**src/rtl/fme_pkg.sv**
```systemverilog
// Shared types and helpers for the FME best-candidate capture path.
package fme_pkg;

  // Width of the winner position index coming from the finder.
  localparam int IDX_W = 3;
  localparam int SET_IDX_W = IDX_W - 1;

  typedef enum logic [1:0] {
    IDLE,
    CAPTURE,
    DRAIN
  } state_t;

  typedef struct packed {
    logic [SET_IDX_W-1:0] set;
    logic                 offset;
  } pos_t;

  // Position p lives in set p/2 at lane offset p%2.
  function automatic pos_t decode_pos(input logic [IDX_W-1:0] p);
    pos_t d;
    d.set    = p[IDX_W-1:1];
    d.offset = p[0];
    return d;
  endfunction

endpackage

```
**src/rtl/fme_row_fifo.sv**
```systemverilog
// First-word fall-through row FIFO; the head row is visible on rd_data
// whenever count is non-zero, and reads zero when empty.
module fme_row_fifo #(
  parameter int WIDTH = 64,
  parameter int DEPTH = 8
) (
  input  logic                           clock,
  input  logic                           reset,
  input  logic                           wr_en,
  input  logic [WIDTH-1:0]               wr_data,
  input  logic                           rd_en,
  output logic [WIDTH-1:0]               rd_data,
  output logic [$clog2(DEPTH+1)-1:0]     count
);

  localparam int PTR_W = $clog2(DEPTH);
  localparam int CNT_W = $clog2(DEPTH+1);

  logic [WIDTH-1:0] mem [DEPTH];
  logic [PTR_W-1:0] wr_ptr;
  logic [PTR_W-1:0] rd_ptr;

  // NOTE: non-blocking assignments keep every register sampling pre-edge values.
  always_ff @(posedge clock or negedge reset) begin
    if (!reset) begin
      wr_ptr <= '0;
      rd_ptr <= '0;
      count  <= '0;
    end else begin
      if (wr_en) wr_ptr <= wr_ptr + PTR_W'(1);
      if (rd_en) rd_ptr <= rd_ptr + PTR_W'(1);
      if (wr_en && !rd_en)      count <= count + CNT_W'(1);
      else if (rd_en && !wr_en) count <= count - CNT_W'(1);
    end
  end

  // NOTE: storage is deliberately not reset; validity is tracked by count alone.
  always_ff @(posedge clock) begin
    if (wr_en) mem[wr_ptr] <= wr_data;
  end

  assign rd_data = (count != '0) ? mem[rd_ptr] : '0;

endmodule

```
**src/rtl/best_candidate_capture.sv**
```systemverilog
// Captures ROWS selected sub-pel rows for each finder winner and streams them
// to the residual stage through a valid/ready FWFT FIFO.
module best_candidate_capture
  import fme_pkg::*;
#(
  parameter int DATAWIDTH = 8,
  parameter int LANES     = 8,
  parameter int NUM_SETS  = 3,
  parameter int NUM_POS   = 6,
  parameter int ROWS      = 8,
  parameter int DEPTH     = 8
) (
  input  logic                                    clock,
  input  logic                                    reset,
  input  logic                                    enable,
  input  logic                                    win_valid,
  input  logic [IDX_W-1:0]                        win_idx,
  input  logic                                    in_valid,
  output logic                                    in_ready,
  input  logic [NUM_SETS*(LANES+1)*DATAWIDTH-1:0] cand_in,
  output logic                                    out_valid,
  input  logic                                    out_ready,
  output logic [LANES*DATAWIDTH-1:0]              out_data,
  output logic                                    busy,
  output logic                                    done,
  output logic                                    err_overlap,
  output logic                                    err_idx
);

  localparam int ROW_W = LANES * DATAWIDTH;
  localparam int SET_W = (LANES + 1) * DATAWIDTH;
  localparam int CNT_W = $clog2(DEPTH + 1);
  localparam int RL_W  = $clog2(ROWS + 1);

  state_t           state;
  state_t           state_nx;
  logic [IDX_W-1:0] idx_q;
  logic [RL_W-1:0]  rows_left;
  logic [CNT_W-1:0] count;
  logic             done_q;
  logic [ROW_W-1:0] window;
  pos_t             pos;
  logic             idx_ok;
  logic             accept;
  logic             read;
  logic             start;

  assign pos    = decode_pos(idx_q);
  assign window = cand_in[int'(pos.set)*SET_W + int'(pos.offset)*DATAWIDTH +: ROW_W];

  assign idx_ok = int'(win_idx) < NUM_POS;
  assign start  = (state == IDLE) && win_valid && idx_ok;

  // Handshakes are masked by enable so a frozen cycle never counts a transfer.
  assign in_ready  = enable && (state == CAPTURE) && (count < CNT_W'(DEPTH));
  assign out_valid = enable && (count != '0);
  assign accept    = in_valid && in_ready;
  assign read      = out_valid && out_ready;

  assign busy        = (state != IDLE);
  assign done        = done_q && enable;
  assign err_overlap = enable && win_valid && (state != IDLE);
  assign err_idx     = enable && win_valid && !idx_ok;

  // NOTE: assigning the default first keeps this block free of inferred latches.
  always_comb begin
    state_nx = state;
    unique case (state)
      IDLE:    if (start) state_nx = CAPTURE;
      CAPTURE: if (accept && rows_left == RL_W'(1)) state_nx = DRAIN;
      DRAIN:   if (read && count == CNT_W'(1)) state_nx = IDLE;
      default: state_nx = IDLE;
    endcase
  end

  always_ff @(posedge clock or negedge reset) begin
    if (!reset) begin
      state     <= IDLE;
      idx_q     <= '0;
      rows_left <= '0;
      done_q    <= 1'b0;
    end else if (enable) begin
      state  <= state_nx;
      done_q <= (state == DRAIN) && (state_nx == IDLE);
      if (start) begin
        idx_q     <= win_idx;
        rows_left <= RL_W'(ROWS);
      end else if (accept) begin
        rows_left <= rows_left - RL_W'(1);
      end
    end
  end

  fme_row_fifo #(
    .WIDTH (ROW_W),
    .DEPTH (DEPTH)
  ) u_fifo (
    .clock   (clock),
    .reset   (reset),
    .wr_en   (accept),
    .wr_data (window),
    .rd_en   (read),
    .rd_data (out_data),
    .count   (count)
  );

endmodule

```
**config.mk**
```make
export PLATFORM = sky130hd
export DESIGN_NAME = best_candidate_capture
export DESIGN_NICKNAME = d
export VERILOG_FILES = /design/src/rtl/fme_pkg.sv /design/src/rtl/fme_row_fifo.sv /design/src/rtl/best_candidate_capture.sv
export SDC_FILE = /design/constraint.sdc
export NUM_CORES = 1
export LEC_CHECK = 0
export ABC_AREA = 1
export BUFFER_PORTS_ARGS = -buffer_cell sky130_fd_sc_hd__buf_2
export CORE_MARGIN = 4
export CORE_UTILIZATION = 35
export CTS_CLUSTER_DIAMETER = 200
export DETAILED_ROUTE_END_ITERATION = 12
export PLACE_DENSITY = 0.63
export SYNTH_ARGS = -nofsm -noshare
export SYNTH_HDL_FRONTEND = slang
export SYNTH_SLANG_ARGS = --single-unit
```
**constraint.sdc**
```tcl
create_clock -name clock -period 6.84 [get_ports clock]
set_input_delay 1.026 -clock clock [delete_from_list [all_inputs] [get_ports clock]]
set_output_delay 1.026 -clock clock [all_outputs]
set_load 0.01 [all_outputs]
```
==> results of run 1 <==
-- power by group through the flow --
stage,Combinational [mW],Sequential (mW),Clock [mW]
floorplan,7.85,5.06,0
global placement,11.3,5.21,0
detailed placement,11.4,5.21,0
CTS,11.4,5.14,2.59
global route,12.7,5.17,2.72
finish,11.5,5.14,2.55
-- area by class of cell --
type	count	share of cell area, %
Antenna cell	13	0.100
Clock inverter	32	0.950
Inverter	77	0.934
Multi-Input combinational cell	2560	36.0
Timing Repair Buffer	332	5.48
Sequential cell	532	48.8
Clock buffer	50	3.55
Tap cell	1070	4.11
-- through the flow --
stage | util [%] | worst slack, ps
3_3_place_gp | 37.8 | 2750
4_1_cts | 39.6 | 2120
5_1_grt | 39.6 | 1950
2_1_floorplan | - | 193
3_5_place_dp | 37.8 | 2720
6_report | 39.6 | 2190
-- state kept, by name (all words and copies together) (netlist names) --
| register | flops |
|---|---|
| rows_left | 4 |
| idx_q | 3 |
| u_fifo.mem | 512 |
| u_fifo.count | 4 |
| u_fifo.rd_ptr | 3 |
| done_q | 1 |
| state | 2 |
| u_fifo.wr_ptr | 3 |
-- how the worst min path moves through the flow --
stage / end / start / slack (ps) / cells past startpoint
finish: u_fifo.count[1]$_DFFE_PN0P_ / reset / 420 / 1
global route: u_fifo.count[1]$_DFFE_PN0P_ / reset / 430 / 1
CTS: u_fifo.count[1]$_DFFE_PN0P_ / reset / 420 / 1
detailed placement: done_q$_DFFE_PN0P_ / done_q$_DFFE_PN0P_ / 480 / 2
global placement: done_q$_DFFE_PN0P_ / done_q$_DFFE_PN0P_ / 480 / 2
floorplan: done_q$_DFFE_PN0P_ / done_q$_DFFE_PN0P_ / 450 / 2
-- layer usage --
metal / track usage (%) / vias up / wire, um
met3: 3.37 / 148 / 7830
met4: 8.26 / 2 / 3560
li1: - / 12200 / -
met2: 37.2 / 1113 / 48500
met5: 0 / - / 13
met1: 30.3 / 12300 / 42100
-- worst register-to-register path, delay by kind of cell (launching register included) --
family / cells / cell delay [ps]
fa+ha+maj: 2 / 650
flops: 1 / 490
compound gates: 1 / 210
simple gates: 4 / 870
buf+inv: 2 / 1450
-- kinds of logic (layout without fill, tap and decap cells) --
| kind of cell | Yosys count | count (layout) | synth area share (%) |
|---|---|---|---|
| adders and majority gates | 10 | 10 | 0.432 |
| xor gates and xnor gates | 6 | 6 | 0.181 |
| buffers and inverters | 322 | 491 | 5.08 |
| muxes | 1 | 1 | 0.0388 |
| AOI/OAI and AO/OA | 502 | 502 | 9.66 |
| DFF | 532 | 532 | 54.8 |
| and+or+nand+nor | 2041 | 2041 | 29.8 |
| other | 0 | 13 | 0 |
-- Yosys cell counts, types with 2 or more instances --
cell type  count  share of area, %
o21ai_1        6              0.10
o21a_1         2             0.052
a31oi_1        2             0.043
nor2_1       550               7.1
a21oi_1       10              0.17
o211ai_1      78               2.0
edfxtp_1     512                53
xor2_1         5              0.15
nor2_4         2             0.078
buf_4         37              0.96
buf_2         89               1.5
buf_1         13              0.17
inv_1         67              0.87
o22ai_1       69               1.5
o21ai_0      335               5.8
clkbuf_1     104               1.3
dfrtp_1       20               1.7
nor2_2         2             0.043
nand4_1        2             0.043
inv_2          9              0.12
ha_1          10              0.43
nand2_2        2             0.043
nand2_1      727               9.4
nand3_1      740                13
nor3_1        12              0.21
buf_6          2             0.078
==> metrics.txt, run 1 <==
CTS Sinks=532; total routed wirelength=roughly 100000 um; commonest non-fill, non-tap cell in the layout=nand3_1; Finished Layout Cells=about 4700; number of DRC markers in iteration 0=2636; Top Family by Delay on Critical Path=buffers and inverters; number of max-cap violations=0; worst-margin pin slew=around 1100 ps; Die X-Extent=just under 300 um; pwr dens=591 nW/um^2; DPL Wire Length=a little under 70000 um; CTS-repair resized insts=0; Clock power frac=about an eighth; Crit. Startpoint=u_fifo.rd_ptr[0]$_DFFE_PN0P_; row cnt=105; Mean Syn Cell Area=about 8.5 um^2; Die H=296 um; final RePlAce weighted congestion=roughly 1; R2R setup slack=~2700 ps; data required time of the critical path=a little under 6000 ps; Design Area, Final=approximately 33000 um^2; CP Capture Type=output pin; Setup TNS=0 ps; Pint=roughly 9 mW; worst-skew pair later-pin latency=~550 ps; GRT Util Overall=22.5%; TritonCTS clock tree=done; fraction of layout instances using a drive strength above 1=approximately an eighth; placed insts=~4600; Comb pwr share=between 60% and 70%; ys flop type=edfxtp_1; CP max-delay cell=dfrtp_4; clk slew on worst S/H paths=70 ps; wire per inst=21.9 um; RR Startpoint=idx_q[1]$_DFFE_PN0P_; Syn. warnings=0; critical path depth in cells=7; CP Capture Point=out_data[16]; Worst setup SP type=flop; Buf/Inv on CP=3; CP Max Fanout=roughly 100; Post-synth EDFFs=roughly 510; status=finished clean; initial antenna violation count=16; Fin. Hold Viols=0; Netlist Area Pre-Place=29000 um^2; DRC=0; Core Box Area=about 80000 um^2; FMAX=about 220 MHz; number of global-route vias before repair=~24000; slew margin rel.=a little over a quarter; largest net degree at the start of global routing=between 150 and 200; sw frac=between 50% and 60%; Synth async-reset ratio=under 10%; Final min period=~4600 ps; Layout Skew=around 17 ps; HP Class=primary input to async pin; Worst EP arrival=about 3600 ps; vias per cell=between 5 and 6; Final ANT Viol Nets=0; Slowest Stage Delay on Critical Path=between 700 and 800 ps; Vias=roughly 26000; #FFs+latches synth=about 530; Cell Chain, Critical Path=inv_6 > buf_4 > o21ai_0 > o22ai_1 > nor2_1 > nor2_1 > buf_2; RSZ-0062 raised after global routing=no; CTS root buf=clkbuf_16; Starting Density=35.3%; Max Root-Sink Buffers=3; syn nets=~3600; Slew Limit Fails=0; area of the die=between 80000 and 90000 um^2; switching power=9.96 mW; Ports=295; Synth Instances=approximately 3400; R2R Path End=u_fifo.mem[0][24]$_DFFE_PP_; peak supply drop=0.617 mV; hold-fix buffers at CTS=0; post-synth cell types=33; most frequent cells in the layout=nand3_1, nand2_1, nor2_1; cell mode on critical path=nor2_1; Reg area=between 15000 and 20000 um^2; area grow syn2layout=12.2%; DRT Pass-1 Iters=6; WS Path Type=flop to output pin; register area share after synthesis=54.8%; Leakage=between 10 and 15 nW; Num CTS Buffers=45; Setup-failing EPs final=0; fill count=between 8000 and 9000; global-route wire length before repair=approximately 150000 um; grt total ovfl=0; # H-tree levels=2; R2R depth=9; Tcrit/Tclk final=around two thirds; Nets=roughly 3800; PortBufs=294; Post-CTS Setup Bufs=0; dpl cell area=approximately 31000 um^2; total chip power=between 15 and 20 mW; sequential share of power=a little over a quarter; multi-input logic area=~12000 um^2; WHS=422 ps
Power figures use the tool's default switching activity.
==> inputs of run 2 (changes only) <==
ABC_AREA = 0   (was 1)
PLACE_DENSITY = 0.65   (was 0.63)
clock period = 3.8 ns   (was 6.84 ns; I/O delays follow)
==> run 2 against run 1 <==
Against the previous run: synthesized cell count shrank 48%; register-to-register slack lost 2500 ps; clock power grew 86%; non-clock buffer count grew 86; clock skew grew 2.3 ps; critical path depth grew 2; cell count shrank 31%; utilization grew 1.9 points.
==> metrics.txt, run 2 <==
Design Area, Final=33500 um^2 (was 32500 um^2); largest net degree at the start of global routing=97 (was 190); Setup-failing EPs final=0 (unchanged); Layout Skew=19.0 ps (was 16.8 ps); total routed wirelength=95900 um (was 102000 um); most frequent cell after synthesis=edfxtp_1 (was nand3_1); Place WS=398 ps (was 2720 ps); wire per inst=29.8 um (was 21.9 um); area of the die=86500 um^2 (was 87500 um^2); clk slew on worst S/H paths=60 ps (was 70 ps); WS Path Type=flop to flop (was flop to output pin); DPL Wire Length=67500 um (was 68600 um); CTS Sinks=532 (unchanged); Netlist Area Pre-Place=28600 um^2 (was 29000 um^2); DRT Pass-1 Iters=6 (unchanged); PortBufs=294 (unchanged); Crit. Startpoint=idx_q[1]$_DFFE_PN0P_ (was u_fifo.rd_ptr[0]$_DFFE_PN0P_); RSZ-0062 raised after global routing=no (unchanged); HP Class=primary input to flop (was primary input to async pin); Num CTS Buffers=50 (was 45); R2R setup slack=210 ps (was 2710 ps); RR Startpoint=idx_q[1]$_DFFE_PN0P_ (unchanged); Final Worst Setup Slack=206 ps (was 2190 ps); final standard cell utilization of the core=41.5% (was 39.6%); Max Root-Sink Buffers=3 (unchanged); max reg flops=512 (unchanged); hold-fix buffers at CTS=1 (was 0); final RePlAce weighted congestion=0.900 (was 0.972); FMAX=between 200 and 300 MHz; R2R Path End=u_fifo.mem[5][14]$_DFFE_PP_ (was u_fifo.mem[0][24]$_DFFE_PP_); leading area contributor after synthesis=edfxtp_1 (unchanged); peak supply drop=0.594 mV (was 0.617 mV); vias per cell=5.96 (was 5.53); Syn. warnings=0 (unchanged); # H-tree levels=2 (unchanged); number of global-route vias before repair=19700 (was 23800); Mean Syn Cell Area=16.0 um^2 (was 8.49 um^2); data required time of the critical path=4010 ps (was 5810 ps); Biggest register=u_fifo.mem (unchanged); Worst setup SP type=flop (unchanged); Synth top cells by count=edfxtp_1, mux4_2, mux2i_1 (was nand3_1, nand2_1, nor2_1); Area contributors post-synth=edfxtp_1, mux4_2, mux2i_1 (was edfxtp_1, nand3_1, nand2_1); R2R depth=9 (unchanged); WHS=266 ps (was 422 ps); Fin. Hold Viols=0 (unchanged); Finished Layout Cells=3220 (was 4666); row cnt=104 (was 105); Leakage=11.7 nW (was 12.7 nW); total chip power=34.1 mW (was 19.2 mW); Synth Instances=1790 (was 3414); Synth async-reset ratio=3.76% (unchanged); GRT Util Overall=21.7% (was 22.5%); dpl cell area=32000 um^2 (was 31000 um^2); status=finished clean (unchanged); Synth top area share=53.7% (was 53.0%); initial antenna violation count=15 (was 16); number of max-cap violations=0 (unchanged); CP Capture Type=flop (was output pin); area grow syn2layout=17.1% (was 12.2%); CTS root buf=clkbuf_16 (unchanged); fraction of layout instances using a drive strength above 1=38.6% (was 12.1%); post-synth cell types=66 (was 33); DRC=0 (unchanged); syn nets=2025 (was 3649); Final ANT Viol Nets=0 (unchanged); CP Capture Point=u_fifo.mem[5][14]$_DFFE_PP_ (was out_data[16]); register area share after synthesis=55.4% (was 54.8%); Ports=295 (unchanged); worst-margin pin slew=1140 ps (was 1110 ps); commonest non-fill, non-tap cell in the layout=edfxtp_1 (was nand3_1); worst-skew pair later-pin latency=580 ps (was 550 ps); number of DRC markers in iteration 0=1983 (was 2636); slew margin rel.=23.3% (was 26.1%); Die X-Extent=294 um (was 296 um); Post-CTS Setup Bufs=0 (unchanged); grt total ovfl=0 (unchanged); Starting Density=35.4% (was 35.3%); TritonCTS clock tree=done (unchanged); Nets=2346 (was 3783); ys flop type=edfxtp_1 (unchanged); placed insts=3118 (was 4571); Tcrit/Tclk final=94.6%; Worst EP arrival=3810 ps (was 3620 ps); Vias=19200 (was 25800); Post-synth EDFFs=512 (unchanged); CP Max Fanout=40 (was 103); Setup TNS=0 ps (unchanged); Core Box Area=80800 um^2 (was 82100 um^2); most frequent cells in the layout=edfxtp_1, buf_2, mux4_2 (was nand3_1, nand2_1, nor2_1); Die H=294 um (was 296 um); largest registers=u_fifo.mem x512, rows_left x4, u_fifo.count x4 (unchanged); #FFs+latches synth=532 (unchanged); Slew Limit Fails=0 (unchanged); pwr dens=1020 nW/um^2 (was 591 nW/um^2); global-route wire length before repair=138000 um (was 150000 um); Final min period=~3600 ps; CTS-repair resized insts=0 (unchanged)
run 2: area by class of cell:
class | count | area (um^2)
Clock buffer | 61 | 1360
Clock inverter | 30 | 184
Antenna cell | 10 | 25.0
Inverter | 10 | 37.5
Timing Repair Buffer | 418 | 2790
Sequential cell | 532 | 15900
Tap cell | 1060 | 1330
Multi-Input combinational cell | 1099 | 11900
Fill cell | 7287 | 47300
run 2: kinds of logic (layout without fill, tap and decap cells):
group / after synthesis / after routing / synth area share (%)
DFF: 532 / 532 / 55.4
muxes: 498 / 498 / 29.4
and+or+nand+nor: 329 / 329 / 5.08
AOI/OAI and AO/OA: 252 / 252 / 6.05
buffers and inverters: 159 / 519 / 3.33
adders and majority gates: 10 / 10 / 0.437
xor gates and xnor gates: 10 / 10 / 0.306
other: 0 / 10 / 0
run 2: per-layer routing:
layer | routed length [um] | global-route usage (%) | up-vias
met4 | 3630 | 7.33 | 8
met1 | 38600 | 29.0 | 9964
met3 | 7800 | 4.32 | 195
met5 | 37 | 0 | -
met2 | 45800 | 35.7 | 1018
li1 | - | - | 8009
run 2: critical path, cell delays in order (launching register included):
cell and delay (ps):
dfrtp_4 500, ha_4 170, ha_4 590, buf_12 310, buf_4 230, mux4_2 220, nand2_1 60, o21ai_0 80
o21ai_0 100, a221oi_1 930
run 2: power breakdown:
group / switching, mW / internal (mW)
registers: 0.325 / 8.91
logic: 11.8 / 8.34
clock network: 2.13 / 2.61
total: 14.3 / 19.9
run 2: how the worst min path moves through the flow:
| stage | slack, ps | end | cells after the start | startpoint |
|---|---|---|---|---|
| after floorplan | 270 | done_q$_DFFE_PN0P_ | 0 | reset |
| after global placement | 500 | state[0]$_DFFE_PN0P_ | 1 | state[0]$_DFFE_PN0P_ |
| after detailed placement | 510 | state[0]$_DFFE_PN0P_ | 1 | state[0]$_DFFE_PN0P_ |
| after CTS | 260 | idx_q[1]$_DFFE_PN0P_ | 3 | win_idx[1] |
| after global routing | 270 | idx_q[0]$_DFFE_PN0P_ | 2 | win_idx[0] |
| final | 270 | idx_q[1]$_DFFE_PN0P_ | 3 | win_idx[1] |
